$ cat src/rtl/multdiv_hilo_if.sv
// Request/response bundle between the execute stage and the multiply/divide
// unit. The pipeline side uses the master modport, the unit uses slave.
//
// Handshake: an op transfers on a rising clk edge where op_valid && op_ready
// && !stall && !flush. The requester holds op_valid, op_code, src_a and src_b
// stable until that edge. op_ready depends only on unit state, never on
// op_valid.
interface multdiv_hilo_if #(
    parameter int DATA_W = 32
);
    logic              op_valid;
    logic              op_ready;
    logic [2:0]        op_code;
    logic [DATA_W-1:0] src_a;
    logic [DATA_W-1:0] src_b;
    logic              stall;
    logic              flush;
    logic              busy;
    logic              done;
    logic [DATA_W-1:0] hi_out;
    logic [DATA_W-1:0] lo_out;
    logic              divzero_trap;
    logic              state_dbg;

    modport master (
        output op_valid, op_code, src_a, src_b, stall, flush,
        input  op_ready, busy, done, hi_out, lo_out, divzero_trap, state_dbg
    );

    modport slave (
        input  op_valid, op_code, src_a, src_b, stall, flush,
        output op_ready, busy, done, hi_out, lo_out, divzero_trap, state_dbg
    );
endinterface

$ cat src/rtl/multdiv_hilo_unit.sv
// Iterative radix-2 multiply/divide unit owning the HI/LO registers.
// MULT/MULTU use shift-add, DIV/DIVU use restoring division, one bit per
// cycle over DATA_W cycles, on operand magnitudes with a final sign fix-up.
// MTHI/MTLO write HI/LO directly in one cycle.
// Optional macro MULTDIV_DIVZERO_TRAP_EN adds a divide-by-zero trap pulse.
// state_dbg exposes the FSM state (0 IDLE, 1 RUN).
module multdiv_hilo_unit #(
    parameter int DATA_W = 32
) (
    input logic            clk,
    input logic            reset_n,
    multdiv_hilo_if.slave  bus
);
    localparam int CNT_W = $clog2(DATA_W) + 1;

    localparam logic [2:0] OP_MULT  = 3'd0;
    localparam logic [2:0] OP_MULTU = 3'd1;
    localparam logic [2:0] OP_DIV   = 3'd2;
    localparam logic [2:0] OP_DIVU  = 3'd3;
    localparam logic [2:0] OP_MTHI  = 3'd4;
    localparam logic [2:0] OP_MTLO  = 3'd5;

    typedef enum logic {
        ST_IDLE = 1'b0,
        ST_RUN  = 1'b1
    } state_t;

    state_t             state;
    logic [CNT_W-1:0]   counter;
    logic               is_div;
    logic               neg_res;   // negate product / quotient at the end
    logic               neg_rem;   // negate remainder (dividend was negative)
    logic               div_zero;  // divisor was zero
    logic [DATA_W-1:0]  p_hi;      // product high half / partial remainder
    logic [DATA_W-1:0]  p_lo;      // multiplier shifting out / quotient shifting in
    logic [DATA_W-1:0]  b_reg;     // multiplicand magnitude / divisor magnitude
    logic [DATA_W-1:0]  hi_q;
    logic [DATA_W-1:0]  lo_q;
    logic               done_q;
    logic               trap_q;

    // operand magnitudes and sign flags for the op being offered
    logic               signed_op;
    logic               neg_a;
    logic               neg_b;
    logic [DATA_W-1:0]  mag_a;
    logic [DATA_W-1:0]  mag_b;

    // Two's-complement magnitude of signed operands; unsigned ops pass through.
    always_comb begin
        signed_op = (bus.op_code == OP_MULT) || (bus.op_code == OP_DIV);
        neg_a     = signed_op & bus.src_a[DATA_W-1];
        neg_b     = signed_op & bus.src_b[DATA_W-1];
        mag_a     = neg_a ? (-bus.src_a) : bus.src_a;
        mag_b     = neg_b ? (-bus.src_b) : bus.src_b;
    end

    // one iteration of the datapath and the sign-fixed final results
    logic [DATA_W-1:0]   addend;
    logic [DATA_W:0]     add_sum;
    logic [DATA_W:0]     rem_sh;
    logic [DATA_W:0]     rem_sub;
    logic                q_bit;
    logic [DATA_W-1:0]   nxt_hi;
    logic [DATA_W-1:0]   nxt_lo;
    logic [2*DATA_W-1:0] prod;
    logic [2*DATA_W-1:0] prod_fix;
    logic [DATA_W-1:0]   quo_fix;
    logic [DATA_W-1:0]   rem_fix;

    // Next datapath step: shift-add for multiply, restoring subtract for divide.
    // The sign of rem_sub tells whether the trial subtraction succeeded, since
    // the partial remainder is always below the divisor.
    always_comb begin
        addend  = p_lo[0] ? b_reg : '0;
        add_sum = {1'b0, p_hi} + {1'b0, addend};
        rem_sh  = {p_hi, p_lo[DATA_W-1]};
        rem_sub = rem_sh - {1'b0, b_reg};
        q_bit   = ~rem_sub[DATA_W];
        if (is_div) begin
            nxt_hi = q_bit ? rem_sub[DATA_W-1:0] : rem_sh[DATA_W-1:0];
            nxt_lo = {p_lo[DATA_W-2:0], q_bit};
        end else begin
            nxt_hi = add_sum[DATA_W:1];
            nxt_lo = {add_sum[0], p_lo[DATA_W-1:1]};
        end
        prod     = {nxt_hi, nxt_lo};
        prod_fix = neg_res ? (-prod) : prod;
        quo_fix  = div_zero ? '1 : (neg_res ? (-nxt_lo) : nxt_lo);
        rem_fix  = neg_rem ? (-nxt_hi) : nxt_hi;
    end

    // Control FSM, datapath registers and HI/LO. Flush has top priority, then
    // stall, then normal IDLE/RUN behaviour.
    always_ff @(posedge clk or negedge reset_n) begin
        if (!reset_n) begin
            state    <= ST_IDLE;
            counter  <= '0;
            is_div   <= 1'b0;
            neg_res  <= 1'b0;
            neg_rem  <= 1'b0;
            div_zero <= 1'b0;
            p_hi     <= '0;
            p_lo     <= '0;
            b_reg    <= '0;
            hi_q     <= '0;
            lo_q     <= '0;
            done_q   <= 1'b0;
            trap_q   <= 1'b0;
        end else if (bus.flush) begin
            state   <= ST_IDLE;
            counter <= '0;
            done_q  <= 1'b0;
            trap_q  <= 1'b0;
        end else if (bus.stall) begin
            done_q <= 1'b0;
            trap_q <= 1'b0;
        end else begin
            done_q <= 1'b0;
            trap_q <= 1'b0;
            case (state)
                ST_IDLE: begin
                    if (bus.op_valid) begin
                        case (bus.op_code)
                            OP_MULT, OP_MULTU: begin
                                state    <= ST_RUN;
                                counter  <= CNT_W'(DATA_W);
                                is_div   <= 1'b0;
                                neg_res  <= neg_a ^ neg_b;
                                neg_rem  <= 1'b0;
                                div_zero <= 1'b0;
                                p_hi     <= '0;
                                p_lo     <= mag_b;
                                b_reg    <= mag_a;
                            end
                            OP_DIV, OP_DIVU: begin
                                state    <= ST_RUN;
                                counter  <= CNT_W'(DATA_W);
                                is_div   <= 1'b1;
                                neg_res  <= neg_a ^ neg_b;
                                neg_rem  <= neg_a;
                                div_zero <= (bus.src_b == '0);
                                p_hi     <= '0;
                                p_lo     <= mag_a;
                                b_reg    <= mag_b;
                            end
                            OP_MTHI: hi_q <= bus.src_a;
                            OP_MTLO: lo_q <= bus.src_a;
                            default: ;
                        endcase
                    end
                end
                ST_RUN: begin
                    p_hi    <= nxt_hi;
                    p_lo    <= nxt_lo;
                    counter <= counter - 1'b1;
                    if (counter == CNT_W'(1)) begin
                        state  <= ST_IDLE;
                        done_q <= 1'b1;
                        if (is_div) begin
                            hi_q <= rem_fix;
                            lo_q <= quo_fix;
`ifdef MULTDIV_DIVZERO_TRAP_EN
                            trap_q <= div_zero;
`endif
                        end else begin
                            hi_q <= prod_fix[2*DATA_W-1:DATA_W];
                            lo_q <= prod_fix[DATA_W-1:0];
                        end
                    end
                end
                default: state <= ST_IDLE;
            endcase
        end
    end

    assign bus.op_ready  = (state == ST_IDLE);
    assign bus.busy      = (state == ST_RUN);
    assign bus.done      = done_q;
    assign bus.hi_out    = hi_q;
    assign bus.lo_out    = lo_q;
    assign bus.state_dbg = state;

`ifdef MULTDIV_DIVZERO_TRAP_EN
    assign bus.divzero_trap = trap_q;
`else
    assign bus.divzero_trap = 1'b0;
`endif

endmodule

$ cat src/flat_wrapper.sv
// flat-port wrapper written by rule: the top's interface ports become plain ports
module multdiv_hilo_unit_flat 
#(
    parameter int DATA_W = 32
)
  (clk, reset_n, bus_op_valid, bus_op_code, bus_src_a, bus_src_b, bus_stall, bus_flush, bus_op_ready, bus_busy, bus_done, bus_hi_out, bus_lo_out, bus_divzero_trap, bus_state_dbg);
  multdiv_hilo_if #(.DATA_W(DATA_W)) bus_i ();
  input logic clk;
  input logic reset_n;
  input wire logic [$bits(bus_i.op_valid)-1:0] bus_op_valid;
  input wire logic [$bits(bus_i.op_code)-1:0] bus_op_code;
  input wire logic [$bits(bus_i.src_a)-1:0] bus_src_a;
  input wire logic [$bits(bus_i.src_b)-1:0] bus_src_b;
  input wire logic [$bits(bus_i.stall)-1:0] bus_stall;
  input wire logic [$bits(bus_i.flush)-1:0] bus_flush;
  output wire logic [$bits(bus_i.op_ready)-1:0] bus_op_ready;
  output wire logic [$bits(bus_i.busy)-1:0] bus_busy;
  output wire logic [$bits(bus_i.done)-1:0] bus_done;
  output wire logic [$bits(bus_i.hi_out)-1:0] bus_hi_out;
  output wire logic [$bits(bus_i.lo_out)-1:0] bus_lo_out;
  output wire logic [$bits(bus_i.divzero_trap)-1:0] bus_divzero_trap;
  output wire logic [$bits(bus_i.state_dbg)-1:0] bus_state_dbg;
  assign bus_i.op_valid = bus_op_valid;
  assign bus_i.op_code = bus_op_code;
  assign bus_i.src_a = bus_src_a;
  assign bus_i.src_b = bus_src_b;
  assign bus_i.stall = bus_stall;
  assign bus_i.flush = bus_flush;
  assign bus_op_ready = bus_i.op_ready;
  assign bus_busy = bus_i.busy;
  assign bus_done = bus_i.done;
  assign bus_hi_out = bus_i.hi_out;
  assign bus_lo_out = bus_i.lo_out;
  assign bus_divzero_trap = bus_i.divzero_trap;
  assign bus_state_dbg = bus_i.state_dbg;
  multdiv_hilo_unit #(.DATA_W(DATA_W)) u_core (.clk(clk), .reset_n(reset_n), .bus(bus_i));
endmodule
$ cat config.mk
export PLATFORM = sky130hd
export DESIGN_NAME = multdiv_hilo_unit_flat
export DESIGN_NICKNAME = d
export VERILOG_FILES = /design/src/rtl/multdiv_hilo_if.sv /design/src/rtl/multdiv_hilo_unit.sv /design/src/flat_wrapper.sv
export SDC_FILE = /design/constraint.sdc
export NUM_CORES = 1
export LEC_CHECK = 0
export ABC_AREA = 1
export BUFFER_PORTS_ARGS = -buffer_cell sky130_fd_sc_hd__buf_2
export CORE_MARGIN = 5
export CORE_UTILIZATION = 32
export DETAILED_ROUTE_END_ITERATION = 6
export PLACE_DENSITY = 0.45
export SLEW_MARGIN = 20
export SYNTH_ARGS = -nofsm -noshare
export SYNTH_HDL_FRONTEND = slang
export SYNTH_SLANG_ARGS = --single-unit
$ cat constraint.sdc
create_clock -name clk -period 4.97 [get_ports clk]
set_clock_uncertainty 0.1 [all_clocks]
set_input_delay 0.2485 -clock clk [delete_from_list [all_inputs] [get_ports clk]]
set_output_delay 0.2485 -clock clk [all_outputs]
set_load 0.01 [all_outputs]
==> results of run 1 <==
-- kinds of logic (layout without fill, tap and decap cells) --
family	after synthesis	count (layout)	synth area share, %
other cells	1	2	0.0205
simple gates	1704	1704	39.7
fa+ha+maj	72	72	5.02
flops	172	172	23.6
xor+xnor	78	78	3.74
buf+inv	548	698	11.9
compound gates	498	498	16.0
-- stage by stage --
step / power [W] / setup slack [ps]
after floorplan: 0.00806 / 926
after global placement: 0.0116 / 332
after detailed placement: 0.0115 / 242
after CTS: 0.0131 / 198
after global routing: 0.0142 / 1.68
final: 0.0132 / 285
-- cell usage in the layout (no fill, tap or decap), types with 12 or more instances in the layout --
master	n
nand2_1	884
inv_1	429
a31oi_1	17
nor2_1	391
nand3_2	13
o211ai_1	25
nand3b_1	25
a21oi_1	141
xnor2_1	18
nor3_1	30
o221ai_1	15
clkbuf_16	17
nor4_1	12
ha_1	70
nand2_2	28
buf_4	80
nor2_2	26
o22ai_1	36
nand3_1	236
o21ai_0	178
or2_2	13
a22oi_1	12
buf_2	138
xor2_1	60
nand4_1	31
dfrtp_1	169
-- layer usage --
| layer | vias to the layer above | share of wire [%] | global-route usage, % |
|---|---|---|---|
| li1 | 10200 | - | - |
| met1 | 10100 | 42 | 36.9 |
| met2 | 802 | 47 | 47.9 |
| met3 | 178 | 6.2 | 4.59 |
| met4 | 0 | 5.1 | 13.3 |
| met5 | - | 0 | 0 |
-- final timing paths --
| check | start | end | slack [ps] | depth (start not counted) |
|---|---|---|---|---|
| max | u_core.b_reg[0] | u_core.bus.hi_out[30] | 290 | 35 |
| min | bus_src_b[20] | u_core.b_reg[20] | 40 | 3 |
| max reg2reg | u_core.b_reg[0] | u_core.bus.hi_out[30] | 290 | 35 |
| min reg2reg | u_core.bus.lo_out[1] | u_core.bus.lo_out[1] | 400 | 2 |
| max in group asynchronous | reset_n | u_core.is_div | 3190 | 3 |
| min in group asynchronous | reset_n | u_core.b_reg[26] | 240 | 2 |
-- power by group through the flow --
| stage | registers, W | logic [W] | clock network, W |
|---|---|---|---|
| CTS | 0.00216 | 0.00940 | 0.00150 |
| detailed placement | 0.00219 | 0.00935 | 0 |
| finish | 0.00217 | 0.00953 | 0.00147 |
| global placement | 0.00217 | 0.00938 | 0 |
| global route | 0.00222 | 0.0104 | 0.00154 |
| floorplan | 0.00211 | 0.00596 | 0 |
-- cell type report --
type	count	area share, %
clock inverters	14	0.791
flip-flops and latches	172	20.8
multi-input cells	2353	57.0
diodes	1	0.0121
inverters	441	8.00
repair buffers	226	6.71
clock buffers	17	2.05
well taps	756	4.57
-- worst max-delay path, delay by kind of cell (launching register included) --
kind | cells | cell delay, ps
flip-flops | 1 | 420
adder cells (fa/ha/maj) | 3 | 820
buffers and inverters | 3 | 220
AO/OA/AOI/OAI | 1 | 70
AND/OR/NAND/NOR | 28 | 2920
-- repair_timing --
action	4_1_cts	5_1_grt
hold buffers	5	0
endpoints found under the setup margin	0	12
setup buffers	0	3
hold endpoints to repair	83	0
gates resized for setup	0	9
==> results.toml, run 1 <==
[clock_tree]
cts.sinks = 172
cts_buffers = 17
h-tree-depth = 4
clk_path_buf_depth = 2
insertion_delay_ps = 500
clk_pin_slew_ps = 80
tritoncts = "yes"
clock-root-buffer = "clkbuf_16"

[global_route]
gr-usage-all-layers_pct = 28.9
grt_max_degree = 83
gr-total-overflow = 0
grt_pass1_vias = 20400
antenna_found_initial = 3
grt_first_pass_wirelength_mm = 133

[routing]
viasPerCell = 5.35
drt-pass1-iter-count = 7
drcViolationCount = 2
post_drt_wl_per_cell_um = 23.3
ant_nets = 0
vias = 21300
drt_iter0_drc = 2153
wl_mm = 92.7

[pwr]
seqPwrFrac_pct = 16.5
power.share.clock_pct = 11.1
irDropWorstVdd_mv = 0.335
p_sw_w = 0.00772
p_sw_share_pct = 58.6
p_leak_nw = 10.7
combPwrFrac_pct = 72.4
power_density_nw_per_um2 = 636
p_int_w = 0.00545

[final_layout]
regArea_sq_um = 4310
layout.cells.non_filler = 3980
final_area_sq_um = 20700
nets = 3355
multi_input_area_sq_um = 11800
drive_gt1_share_pct = 11.5
syn_to_final_growth_pct = 13.4
final_core_util_pct = 36.7
fillers = 6324

[placed_design]
place_inst = 3940
dpl.hpwl_mm = 76.0
port_buffers = 139
place.gp.congestion = 1.03
place_area_sq_um = 20000

[yosys]
synth_cells = 3073
synth-edff-count = 0
syn-num-nets = 3217
synth_ff_type = "dfrtp_1"
synth_warnings = 0
ys_top_cells_by_count = "nand2_1 (885), inv_1 (431), nor2_1 (396)"
netlist_area_sq_um = 18300
ys_seq_area_share_pct = 23.6
yosys.area.top_type = "dfrtp_1"
synthDominantCellAreaShare_pct = 23.6
synth.area.top_cells = "dfrtp_1 (24%), nand2_1 (18%), inv_1 (8.9%), nor2_1 (8.1%), nand3_1 (6.5%)"
synth_cell_type_count = 60
avgSynthCellArea_sq_um = 5.94
async_flop_share_pct = 100
synth_most_common_cell = "nand2_1"
synth-seq-cells = 172

[setup_path]
end_kind = "register"
critPathSlowestCell = "dfrtp_1"
crit_path_frequent_cell = "nand2_1"
critPathMaxFanout = 4
cpPeakStageDelay_ps = 420
crit_type = "reg -> reg"
start_kind = "register"
required_ps = 5240
crit_arrival_ps = 4950

[floorplanning]
dieHeight_um = 249
fp-row-count = 87
core-area_sq_um = 56500
die_w_um = 249
die_area_sq_um = 61900
ios = 141
start_util_pct = 32.3

[sta]
slew_headroom_pct = 23.3
worst_pin_slew_ps = 1140
final_max_slew_viol_count = 0
setup_viol = 0
rsz0062_at_grt = "false"
finalCriticalPeriod_ps = 4680
fin_crit_sh_pct = 94.3
fmax_mhz = 213
finalHoldViolCount = 0
whs_ps = 43.1
finalSetupTns_ps = 0

[status]
violations = "design-rule violations"
status = "complete, but fails checks"

[job]
max_cap_violations = 0

[hold_path]
hold_path_class = "in -> reg"
(Power assumes the default switching activity.)
==> inputs of run 2 (changes only) <==
ABC_CLOCK_PERIOD_IN_PS = 5300   (was unset)
clock period = 5.3 ns   (was 4.97 ns; I/O delays follow)
==> results.toml, run 2 (synthesized netlist as in run 1, its figures left out) <==
[pwr]
p_sw_w = 0.00715
irDropWorstVdd_mv = 0.326
seqPwrFrac_pct = 16.9
power_density_nw_per_um2 = 588
power.share.clock_pct = 11.6
p_int_w = 0.00490
p_leak_nw = 10.5
combPwrFrac_pct = 71.4
p_sw_share_pct = 59.4

[global_route]
grt_max_degree = 83
grt_pass1_vias = 20100
gr-usage-all-layers_pct = 28.6
grt_first_pass_wirelength_mm = 133
antenna_found_initial = 4
gr-total-overflow = 0

[floorplanning]
ios = 141
core-area_sq_um = 56500
fp-row-count = 87
die_w_um = 249
start_util_pct = 32.3
dieHeight_um = 249
die_area_sq_um = 61900

[routing]
drcViolationCount = 0
vias = 21200
ant_nets = 0
drt_iter0_drc = 2200
viasPerCell = 5.38
drt-pass1-iter-count = 6
post_drt_wl_per_cell_um = 23.4
wl_mm = 92.3

[sta]
finalSetupTns_ps = 0
fin_crit_sh_pct = 91.5
final_max_slew_viol_count = 0
rsz0062_at_grt = "false"
worst_pin_slew_ps = 1170
setup_viol = 0
fmax_mhz = 206
whs_ps = 43.3
finalHoldViolCount = 0
slew_headroom_pct = 21.0
finalCriticalPeriod_ps = 4850

[clock_tree]
cts_buffers = 17
clk_path_buf_depth = 2
clk_pin_slew_ps = 80
clock-root-buffer = "clkbuf_16"
cts.sinks = 172
insertion_delay_ps = 510
h-tree-depth = 4
tritoncts = "yes"

[placed_design]
port_buffers = 139
place_area_sq_um = 19800
dpl.hpwl_mm = 75.7
place.gp.congestion = 1.00
place_inst = 3904

[setup_path]
start_kind = "register"
crit_arrival_ps = 5110
reg2reg_slack_ps = 450
cpPeakStageDelay_ps = 410
rr_endpoint = "u_core.bus.hi_out[20]"
crit_path_frequent_cell = "nand2_1"
critPathMaxFanout = 5
end_kind = "register"
required_ps = 5570
reg2reg_depth = 31
reg2reg_from = "u_core.b_reg[0]"
critPathSlowestCell = "dfrtp_1"
crit_type = "reg -> reg"

[final_layout]
layout.cells.non_filler = 3947
syn_to_final_growth_pct = 12.2
n_antenna_cell = 0
fillers = 6336
nets = 3322
final_common_cell = "nand2_1"
layout_common_cells = "nand2_1 (885), inv_1 (430), nor2_1 (390), nand3_1 (236), o21ai_0 (178)"
drive_gt1_share_pct = 10.6
final_core_util_pct = 36.3
final_area_sq_um = 20500

[hold_path]
holdPathStages = 3
min-delay-start = "bus_src_b[20]"
hold_path_class = "in -> reg"
holdPathEnd = "u_core.b_reg[20]"

[status]
status = "finished clean"

[job]
max_cap_violations = 0
[run 2: cell count changes in the layout (fill, tap and decap cells not counted), moves of 2 or more]
cell,previous run,this run
clkinv_2,4,1
buf_4,80,47
clkinvlp_4,2,4
nor2_2,26,28
[run 2: final cells by class]
class	count	area, sq um	share of cell area [%]
clock buffer	20	457	2.23
clock inverter	12	155	0.757
inverter	441	1660	8.08
multi-input combinational	2353	11800	57.7
sequential	172	4310	21.0
tap	756	946	4.62
timing repair buffer	193	1150	5.60
[run 2: worst max-delay path by stage]
stage,from,endpoint,cells after the start
after CTS,u_core.b_reg[0],u_core.bus.hi_out[30],34
after floorplan,u_core.b_reg[0],u_core.bus.hi_out[30],35
after global placement,u_core.b_reg[0],u_core.bus.hi_out[30],34
after global routing,u_core.p_lo[31],u_core.bus.hi_out[30],35
after detailed placement,u_core.b_reg[0],u_core.bus.hi_out[30],34
final,u_core.b_reg[0],u_core.bus.hi_out[20],31
[run 2: critical path: cells and delay by family (launching register included)]
family	cells	cell delay, ps
fa+ha+maj	3	780
compound gates	3	570
flops	1	410
buf+inv	3	270
simple gates	22	2550
[run 2: metal layers]
layer	vias to the layer above	global-route usage [%]	share of wire [%]
li1	10100	-	-
met1	10100	36.6	41
met2	871	48.4	47
met3	161	3.99	6.6
met4	6	12.4	4.7
met5	-	0	0.028
[run 2: power by group through the flow]
stage / Clock [W] / Combinational, W / Sequential (W)
floorplan: 0 / 0.00559 / 0.00198
global placement: 0 / 0.00850 / 0.00204
detailed placement: 0 / 0.00847 / 0.00206
CTS: 0.00142 / 0.00852 / 0.00203
global route: 0.00146 / 0.00941 / 0.00208
finish: 0.00140 / 0.00861 / 0.00204
[run 2: stage by stage]
step / setup slack [ps] / total power, W
after floorplan: 1260 / 0.00756
after global placement: 488 / 0.0105
after detailed placement: 421 / 0.0105
after CTS: 385 / 0.0120
after global routing: 8.19 / 0.0130
final: 451 / 0.0120
[run 2: repair_timing]
action | in CTS | in global routing
hold buffers | 5 | 0
resized for setup | 0 | 7
setup buffers | 0 | 6
endpoints found under the hold margin | 65 | 0
setup endpoints to repair | 0 | 5
